==> src/rtl/muldiv_unit_if.sv <==
// Issue/complete handshake between the execute stage (master) and the
// iterative multiply/divide unit (slave).
interface muldiv_unit_if #(
    parameter int unsigned WIDTH = 16
);
    logic             start;
    logic [1:0]       op;
    logic             signed_op;
    logic [WIDTH-1:0] a;
    logic [WIDTH-1:0] b;
    logic             busy;
    logic             done;
    logic [WIDTH-1:0] res;
    logic             div_zero;

    modport master (
        output start, op, signed_op, a, b,
        input  busy, done, res, div_zero
    );

    modport slave (
        input  start, op, signed_op, a, b,
        output busy, done, res, div_zero
    );
endinterface

==> src/rtl/muldiv_unit.sv <==
// Iterative shift-add multiply / restoring divide, one bit per cycle.
// Define MULDIV_SIGNED_EN to honour signed_op (two's-complement operands).
module muldiv_unit #(
    parameter int unsigned WIDTH = 16
) (
    input  logic          clk,
    input  logic          rst,
    muldiv_unit_if.slave  bus
);
    localparam int unsigned CW     = $clog2(WIDTH);
    localparam logic [1:0]  OP_MUL = 2'b00;
    localparam logic [1:0]  OP_MULH = 2'b01;
    localparam logic [1:0]  OP_DIV = 2'b10;
    localparam logic [1:0]  OP_REM = 2'b11;

    typedef enum logic [1:0] {IDLE, RUN, DONE} state_t;

    state_t             state, state_nxt;
    logic               busy_q, done_q, busy_nxt, done_nxt;
    logic [1:0]         op_q;
    logic [WIDTH-1:0]   hi, lo, opnd;
    logic [CW-1:0]      cnt;
    logic [WIDTH-1:0]   res_q;
    logic               div_zero_q;
    logic               accept, dz;
    logic [WIDTH-1:0]   a_mag, b_mag;
    logic [WIDTH:0]     mul_sum, div_shift, div_diff;
    logic               div_ge;
    logic [WIDTH-1:0]   hi_step, lo_step, quo, rem, res_sel;
    logic [2*WIDTH-1:0] prod_fix;

    assign accept = bus.start && (state != RUN);
    assign dz     = bus.op[1] && (bus.b == '0);

    assign bus.busy     = busy_q;
    assign bus.done     = done_q;
    assign bus.res      = res_q;
    assign bus.div_zero = div_zero_q;

`ifdef MULDIV_SIGNED_EN
    logic neg_start, neg_q;

    // Magnitudes at issue; the sign of the result is remembered in neg_q.
    always_comb begin
        a_mag     = bus.a;
        b_mag     = bus.b;
        neg_start = 1'b0;
        if (bus.signed_op) begin
            if (bus.a[WIDTH-1]) a_mag = -bus.a;
            if (bus.b[WIDTH-1]) b_mag = -bus.b;
            neg_start = (bus.op == OP_REM) ? bus.a[WIDTH-1]
                                           : (bus.a[WIDTH-1] ^ bus.b[WIDTH-1]);
        end
    end
`else
    logic unused_signed_op;
    assign unused_signed_op = bus.signed_op;
    assign a_mag = bus.a;
    assign b_mag = bus.b;
`endif

    // One iteration of either algorithm on {hi, lo}.
    always_comb begin
        mul_sum   = lo[0] ? ({1'b0, hi} + {1'b0, opnd}) : {1'b0, hi};
        div_shift = {hi, lo[WIDTH-1]};
        div_diff  = div_shift - {1'b0, opnd};
        div_ge    = ~div_diff[WIDTH];
        if (op_q[1]) begin
            hi_step = div_ge ? div_diff[WIDTH-1:0] : div_shift[WIDTH-1:0];
            lo_step = {lo[WIDTH-2:0], div_ge};
        end else begin
            hi_step = mul_sum[WIDTH:1];
            lo_step = {mul_sum[0], lo[WIDTH-1:1]};
        end
    end

    // Result selection, with sign correction when enabled.
    always_comb begin
        prod_fix = {hi_step, lo_step};
        quo      = lo_step;
        rem      = hi_step;
`ifdef MULDIV_SIGNED_EN
        if (neg_q) begin
            prod_fix = -{hi_step, lo_step};
            quo      = -lo_step;
            rem      = -hi_step;
        end
`endif
        case (op_q)
            OP_MUL:  res_sel = prod_fix[WIDTH-1:0];
            OP_MULH: res_sel = prod_fix[2*WIDTH-1:WIDTH];
            OP_DIV:  res_sel = quo;
            default: res_sel = rem;
        endcase
    end

    // State register, with registered busy/done.
    always_ff @(posedge clk) begin
        if (rst) begin
            state  <= IDLE;
            busy_q <= 1'b0;
            done_q <= 1'b0;
        end else begin
            state  <= state_nxt;
            busy_q <= busy_nxt;
            done_q <= done_nxt;
        end
    end

    // Next-state logic.
    always_comb begin
        state_nxt = state;
        case (state)
            IDLE, DONE: begin
                if (bus.start) state_nxt = dz ? DONE : RUN;
                else           state_nxt = IDLE;
            end
            RUN:     if (cnt == '0) state_nxt = DONE;
            default: state_nxt = IDLE;
        endcase
    end

    // Output decode, registered alongside the state.
    always_comb begin
        busy_nxt = 1'b0;
        done_nxt = 1'b0;
        if (state_nxt == RUN)  busy_nxt = 1'b1;
        if (state_nxt == DONE) done_nxt = 1'b1;
    end

    // Datapath: operand latch at issue, iterate in RUN, write res on the last step.
    always_ff @(posedge clk) begin
        if (rst) begin
            op_q       <= '0;
            hi         <= '0;
            lo         <= '0;
            opnd       <= '0;
            cnt        <= '0;
            res_q      <= '0;
            div_zero_q <= 1'b0;
`ifdef MULDIV_SIGNED_EN
            neg_q      <= 1'b0;
`endif
        end else if (accept) begin
            op_q       <= bus.op;
            hi         <= '0;
            cnt        <= CW'(WIDTH - 1);
            div_zero_q <= dz;
`ifdef MULDIV_SIGNED_EN
            neg_q      <= neg_start;
`endif
            if (bus.op[1]) begin
                lo   <= a_mag;
                opnd <= b_mag;
            end else begin
                lo   <= b_mag;
                opnd <= a_mag;
            end
            if (dz) res_q <= bus.op[0] ? bus.a : '1;
        end else if (state == RUN) begin
            hi  <= hi_step;
            lo  <= lo_step;
            cnt <= cnt - CW'(1);
            if (cnt == '0) res_q <= res_sel;
        end
    end
endmodule
==> src/flat_wrapper.sv <==
// flat-port wrapper written by rule: the top's interface ports become plain ports
module muldiv_unit_flat 
#(
    parameter int unsigned WIDTH = 16
)
  (clk, rst, bus_start, bus_op, bus_signed_op, bus_a, bus_b, bus_busy, bus_done, bus_res, bus_div_zero);
  muldiv_unit_if #(.WIDTH(WIDTH)) bus_i ();
  input  logic clk;
  input  logic rst;
  input wire logic [$bits(bus_i.start)-1:0] bus_start;
  input wire logic [$bits(bus_i.op)-1:0] bus_op;
  input wire logic [$bits(bus_i.signed_op)-1:0] bus_signed_op;
  input wire logic [$bits(bus_i.a)-1:0] bus_a;
  input wire logic [$bits(bus_i.b)-1:0] bus_b;
  output wire logic [$bits(bus_i.busy)-1:0] bus_busy;
  output wire logic [$bits(bus_i.done)-1:0] bus_done;
  output wire logic [$bits(bus_i.res)-1:0] bus_res;
  output wire logic [$bits(bus_i.div_zero)-1:0] bus_div_zero;
  assign bus_i.start = bus_start;
  assign bus_i.op = bus_op;
  assign bus_i.signed_op = bus_signed_op;
  assign bus_i.a = bus_a;
  assign bus_i.b = bus_b;
  assign bus_busy = bus_i.busy;
  assign bus_done = bus_i.done;
  assign bus_res = bus_i.res;
  assign bus_div_zero = bus_i.div_zero;
  muldiv_unit #(.WIDTH(WIDTH)) u_core (.clk(clk), .rst(rst), .bus(bus_i));
endmodule
==> config.mk <==
export PLATFORM = sky130hd
export DESIGN_NAME = muldiv_unit_flat
export DESIGN_NICKNAME = d
export VERILOG_FILES = /design/src/rtl/muldiv_unit_if.sv /design/src/rtl/muldiv_unit.sv /design/src/flat_wrapper.sv
export SDC_FILE = /design/constraint.sdc
export NUM_CORES = 1
export LEC_CHECK = 0
export ABC_AREA = 1
export CAP_MARGIN = 20
export CELL_PAD_IN_SITES_DETAIL_PLACEMENT = 0
export CELL_PAD_IN_SITES_GLOBAL_PLACEMENT = 1
export CORE_MARGIN = 3
export CORE_UTILIZATION = 41
export CTS_CLUSTER_DIAMETER = 80
export DETAILED_ROUTE_END_ITERATION = 12
export PLACE_DENSITY_LB_ADDON = 0.3
export SETUP_SLACK_MARGIN = 0.5
export SLEW_MARGIN = 10
export SYNTH_ARGS = -nofsm -noshare
export SYNTH_HDL_FRONTEND = slang
export SYNTH_SLANG_ARGS = --single-unit
==> constraint.sdc <==
create_clock -name clk -period 3.3 [get_ports clk]
set_clock_uncertainty 0.2 [all_clocks]
set_input_delay 0.66 -clock clk [delete_from_list [all_inputs] [get_ports clk]]
set_output_delay 0.66 -clock clk [all_outputs]
set_load 0.1 [all_outputs]
==> results of run 1 <==
-- stage by stage --
step	worst slack [ns]	hold WS [ns]	power, mW
2_1_floorplan	0.8974	0.2531	1.978
3_3_place_gp	0.3234	0.2515	2.287
3_5_place_dp	0.2916	0.2572	2.291
4_1_cts	0.5143	0.2667	3.332
5_1_grt	0.4847	0.2824	3.641
6_report	0.6387	0.2667	3.430
-- final cells by class --
class / instances / share of cell area
Multi-Input combinational cell: 776 / 0.5514
Clock buffer: 11 / 0.03297
Tap cell: 184 / 0.03127
Timing Repair Buffer: 87 / 0.1031
Sequential cell: 75 / 0.2049
Clock inverter: 5 / 0.007137
Inverter: 134 / 0.06916
-- cell families after synthesis --
| logic type | share of synthesized area |
|---|---|
| compound gates | 0.1991 |
| buf+inv | 0.1153 |
| flops | 0.2445 |
| xor+xnor | 0.01141 |
| fa+ha+maj | 0.07377 |
| simple gates | 0.3558 |
-- metal layers --
| layer | routed length, um | up-vias | share of wire | GRT usage |
|---|---|---|---|---|
| met1 | 9588 | 2968 | 0.49 | 0.3418 |
| li1 | - | 3430 | - | - |
| met5 | 0 | - | 0 | 0 |
| met3 | 1018 | 17 | 0.052 | 0.03113 |
| met4 | 245 | 0 | 0.013 | 0.04931 |
| met2 | 8699 | 179 | 0.44 | 0.3622 |
-- state kept, by name (all words and copies together), names as in the netlist --
name,cells
u_core.cnt,4
u_core.bus.div_zero,1
u_core.lo,16
u_core.op_q,2
u_core.opnd,16
u_core.bus.res,16
u_core.hi,16
u_core.state,2
u_core.bus.busy,1
u_core.bus.done,1
-- power breakdown --
| group | total [mW] | internal [mW] | switching (mW) |
|---|---|---|---|
| Clock | 1.00 | 0.603 | 0.400 |
| Sequential | 1.06 | 0.979 | 0.0811 |
| Combinational | 1.37 | 0.500 | 0.867 |
| Total | 3.43 | 2.08 | 1.35 |
-- path summary, 6_finish.rpt --
path / slack [ns] / from / cells past startpoint / end
worst max-delay path: 0.64 / u_core.lo[15]$_SDFFE_PP0P_ / 19 / u_core.bus.res[1]$_SDFFE_PP0P_
worst min-delay path: 0.27 / u_core.bus.res[10]$_SDFFE_PP0P_ / 2 / u_core.bus.res[10]$_SDFFE_PP0P_
worst max register to register: 0.64 / u_core.lo[15]$_SDFFE_PP0P_ / 19 / u_core.bus.res[1]$_SDFFE_PP0P_
worst min register to register: 0.27 / u_core.bus.res[10]$_SDFFE_PP0P_ / 2 / u_core.bus.res[10]$_SDFFE_PP0P_
-- placed cells by master, fill, tap and decap left out, drive strengths merged, types with 15 or more instances in the layout --
cell type,instances
a21oi,96
a31oi,15
buf,51
clkdlybuf4s50,36
dfxtp,75
ha,33
inv,132
nand2,354
nand3,62
nor2,76
o211ai,20
o21ai,76
-- repair_timing --
item	4_1_cts	5_1_grt
buffers inserted	5	7
gates cloned	0	1
pin swaps	2	6
gates resized for setup	2	31
setup endpoints to repair	18	25
-- critical path, stage by stage, from the launching register on --
cell and delay, ns:
dfxtp_1 0.30, inv_1 0.07, ha_4 0.17, fa_2 0.39, inv_2 0.07, nand2_1 0.05, nand2_2 0.07, nand3_2 0.09
nand2_4 0.10, nand2_4 0.07, nand2_4 0.08, nand2_4 0.08, nand2_4 0.14, buf_4 0.14, nand2_1 0.05, nand3_2 0.06
nand3_1 0.13, nand2_1 0.12, nand2_1 0.07, a21oi_2 0.10
==> impl_metrics.toml, run 1 <==
[outcome]
status = "finished clean"

[clocking]
clk_latency_ns = 0.34
clockRootBuffer = "clkbuf_16"
cts.path.max_buffers = 2
htree_levels = 3
cts_hold_buf = 0
cts_tree = "built"
path_clk_slew_ns = 0.06
cts_made_buffers = 9
numClockSinks = 75

[synthesis]
seq_area_frac_synth = 0.2445
synth_cells = 1029
syn_avg_cell_area_um2 = 5.967
synth-edff-count = 0
synth_top_area_cell = "dfxtp_1"
synth_nets = 1102
ys.warnings.count = 0
synth_area_mm2 = 0.006140
synth_flop_cell = "dfxtp_1"
synth_top_area_frac = 0.2445
ys_types = 44
ys_ff_latch = 75
synth.most_common_cell = "nand2_1"
ys_top_cells_by_area = "dfxtp_1 24%, nand2_1 21%, inv_1 7.8%"
yosys-top-cells-count = "337 x nand2_1, 127 x inv_1, 85 x a21oi_1"
synth-async-reset-ratio = 0

[die]
rows = 44
dieArea_mm2 = 0.01648
die_y_um = 128.4
die_w_um = 128.4
initial_core_util = 0.4208
pin_count = 57
core_mm2 = 0.01459

[timing]
fin_crit_sh = 0.8065
fin_crit_ns = 2.661
fmax_mhz = 375.8
worst_pin_slew_ns = 0.7035
tns_ns = 0
relSlewSlack = 0.5305
setup_viol_count_final = 0
drv_slew = 0
hold_viol = 0
rsz0062_at_grt = "no"

[critical_path]
worstSetupEndpointType = "register"
startpoint_type = "register"
critPathMaxFanout = 6
required_ns = 3.37
worst_ep_arrival_time_ns = 2.74
path_class = "register to register"

[cells_and_area]
finish.instance_area_mm2 = 0.007363
area_growth_pct = 19.93
drive_gt1_frac = 0.1232
final_nets = 1156
multiInputGateArea_mm2 = 0.004060
postLayoutCoreUtil = 0.5047
diodes = 0
ff_latch_area_mm2 = 0.001509
finalNonFillerCells = 1272
n_fill_cell = 1575

[global_route]
grt_overflow = 0
grt_use_total = 0.2320
grt_pass1_wl_mm = 30.64
antenna_found_initial = 0
grt_pass1_vias = 5900
grt_max_degree = 41

[route]
drc = 0
vias_per_cell = 5.184
post_drt_wl_per_cell_um = 15.37
vias = 6594
routed_wl_mm = 19.55
firstDrtPassIters = 6
drt_iter0_drc = 448
antenna_left = 0

[power]
power_leakage_nw = 3.618
power_density_mw_per_mm2 = 465.8
ir_worst_vdd_mv = 0.2339

[placed_design]
dp_cells = 1243
post_dp_cell_area_mm2 = 0.006827
hpwlAfterDp_mm = 14.44
portBuffers = 55
place.gp.congestion = 0.9242

[flow_run]
cap_viol_max_count = 0

[min_path]
hold_path.class = "register to register"
No activity file was read; power rests on OpenSTA's default activity.
==> run 2, diff against run 1 <==
==> constraint.sdc (replaced) <==
create_clock -name clk -period 2.65 [get_ports clk]
set_clock_uncertainty 0.2 [all_clocks]
set_input_delay 0.53 -clock clk [delete_from_list [all_inputs] [get_ports clk]]
set_output_delay 0.53 -clock clk [all_outputs]
set_load 0.1 [all_outputs]
==> impl_metrics.toml, run 2 (synthesized netlist as in run 1, its figures left out) <==
[timing]
holdWs_ns = 0.2688
worst_slack_ns = 0.03148
setup_viol_count_final = 0
rsz0062_at_grt = "yes"
fmax_mhz = 381.9
fin_crit_sh = 0.9881
drv_slew = 0
fin_crit_ns = 2.619
worst_pin_slew_ns = 0.5790
hold_viol = 0
relSlewSlack = 0.6107

[die]
dieArea_mm2 = 0.01648
rows = 44
die_y_um = 128.4
initial_core_util = 0.4208
pin_count = 57
core_mm2 = 0.01459
die_w_um = 128.4

[placed_design]
hpwlAfterDp_mm = 15.56
portBuffers = 55
dp_slack_ns = -0.08327
place.gp.congestion = 0.9299
post_dp_cell_area_mm2 = 0.007411

[critical_path]
worstSetupEndpointType = "register"
worst_ep_arrival_time_ns = 2.69
critPathMaxFanout = 5
regToRegStartpoint = "u_core.opnd[10]$_SDFFE_PP0P_"
required_ns = 2.72
crit_start = "u_core.opnd[10]$_SDFFE_PP0P_"
reg2regPathDepth = 18
path_class = "register to register"
startpoint_type = "register"

[global_route]
grt_max_degree = 41
grt_overflow = 0
antenna_found_initial = 0
grt_use_total = 0.2494
grt_pass1_wl_mm = 32.93
grt_pass1_vias = 6491

[cells_and_area]
final_common_cell = "nand2_1"
final_nets = 1225
area_growth_pct = 36.09
layout_common_cells = "277 x nand2_1, 124 x inv_1, 111 x buf_4, 79 x a21oi_1, 72 x nor2_1"
finish.instance_area_mm2 = 0.008356
drive_gt1_frac = 0.2567
diodes = 0

[clocking]
cts.path.max_buffers = 2
cts_made_buffers = 9
numClockSinks = 75
path_clk_slew_ns = 0.06
clockRootBuffer = "clkbuf_16"
cts_hold_buf = 0
htree_levels = 3
clk_latency_ns = 0.34
cts_tree = "built"

[min_path]
hold_path.class = "register to register"
hold_depth = 2
hold_path_startpoint = "u_core.bus.div_zero$_SDFFE_PP0P_"

[outcome]
status = "finished clean"

[route]
post_drt_wl_per_cell_um = 15.40
firstDrtPassIters = 8
routed_wl_mm = 20.65
vias_per_cell = 5.105
drc = 0
antenna_left = 0
vias = 6846
drt_iter0_drc = 455

[flow_run]
cap_viol_max_count = 0

[power]
p_total_mw = 4.718
power_leakage_nw = 4.090
ir_worst_vdd_mv = 0.3554
power_density_mw_per_mm2 = 564.6
[run 2: cell count changes in the layout (fill, tap and decap cells not counted), moves of 6 or more]
cell | previous run | this run
nand2_4 | 7 | 15
o21ai_0 | 76 | 66
nand3_1 | 51 | 33
o21ai_1 | 0 | 6
nand3_4 | 1 | 9
nand3_2 | 10 | 20
buf_4 | 49 | 111
nand2_1 | 334 | 277
nand2_2 | 12 | 59
[run 2: critical path, stage by stage (launching register included)]
cell and delay (ns):
dfxtp_2 0.36, inv_1 0.05, ha_1 0.33, nand2_2 0.10
inv_2 0.04, nand2_1 0.06, nand2_1 0.10, a21oi_4 0.26
nand2_4 0.12, nand2_8 0.11, nand2_8 0.09, buf_12 0.15
nand2_4 0.06, nand3_2 0.08, nand2_2 0.10, nand2_2 0.06
nand2_2 0.07, nand2_1 0.06, a21oi_2 0.13
[run 2: cell type report]
type / instances / area [um2]
Fill cell: 1466 / 6233
Tap cell: 184 / 230.2
Clock inverter: 7 / 76.32
Timing Repair Buffer: 156 / 1335
Inverter: 134 / 511.7
Multi-Input combinational cell: 776 / 4462
Clock buffer: 9 / 225.2
Sequential cell: 75 / 1515
[run 2: repair_timing]
action	4_1_cts	5_1_grt
setup endpoints to repair	37	39
setup buffers	5	6
resized for setup	50	95
pin swaps	16	35
cloned	1	1
[run 2: through the flow]
stage,instances,util,setup TNS (ns)
after floorplan,1029,-,0
after global placement,1312,0.5080,-0.2986
after detailed placement,1312,0.5080,-0.6988
after CTS,1334,0.5428,0
after global routing,1341,0.5727,-1.246
final,1341,0.5727,0
[run 2: power breakdown]
part           total [mW]  switching, mW  leakage (nW)  internal (mW)
Combinational        2.16           1.29          3.33          0.864
Sequential           1.30         0.0836         0.619           1.22
Clock                1.26          0.521         0.142          0.734
[run 2: metal layers]
metal,share of wire,track usage
met4,0.021,0.07241
met5,0,0
met1,0.48,0.3519
met3,0.049,0.03902
met2,0.45,0.3944
[run 2: worst paths after layout]
check	slack (ns)	endpoint
max	0.03	u_core.bus.res[10]$_SDFFE_PP0P_
min	0.27	u_core.bus.div_zero$_SDFFE_PP0P_
max reg2reg	0.03	u_core.bus.res[10]$_SDFFE_PP0P_
min reg2reg	0.27	u_core.bus.div_zero$_SDFFE_PP0P_
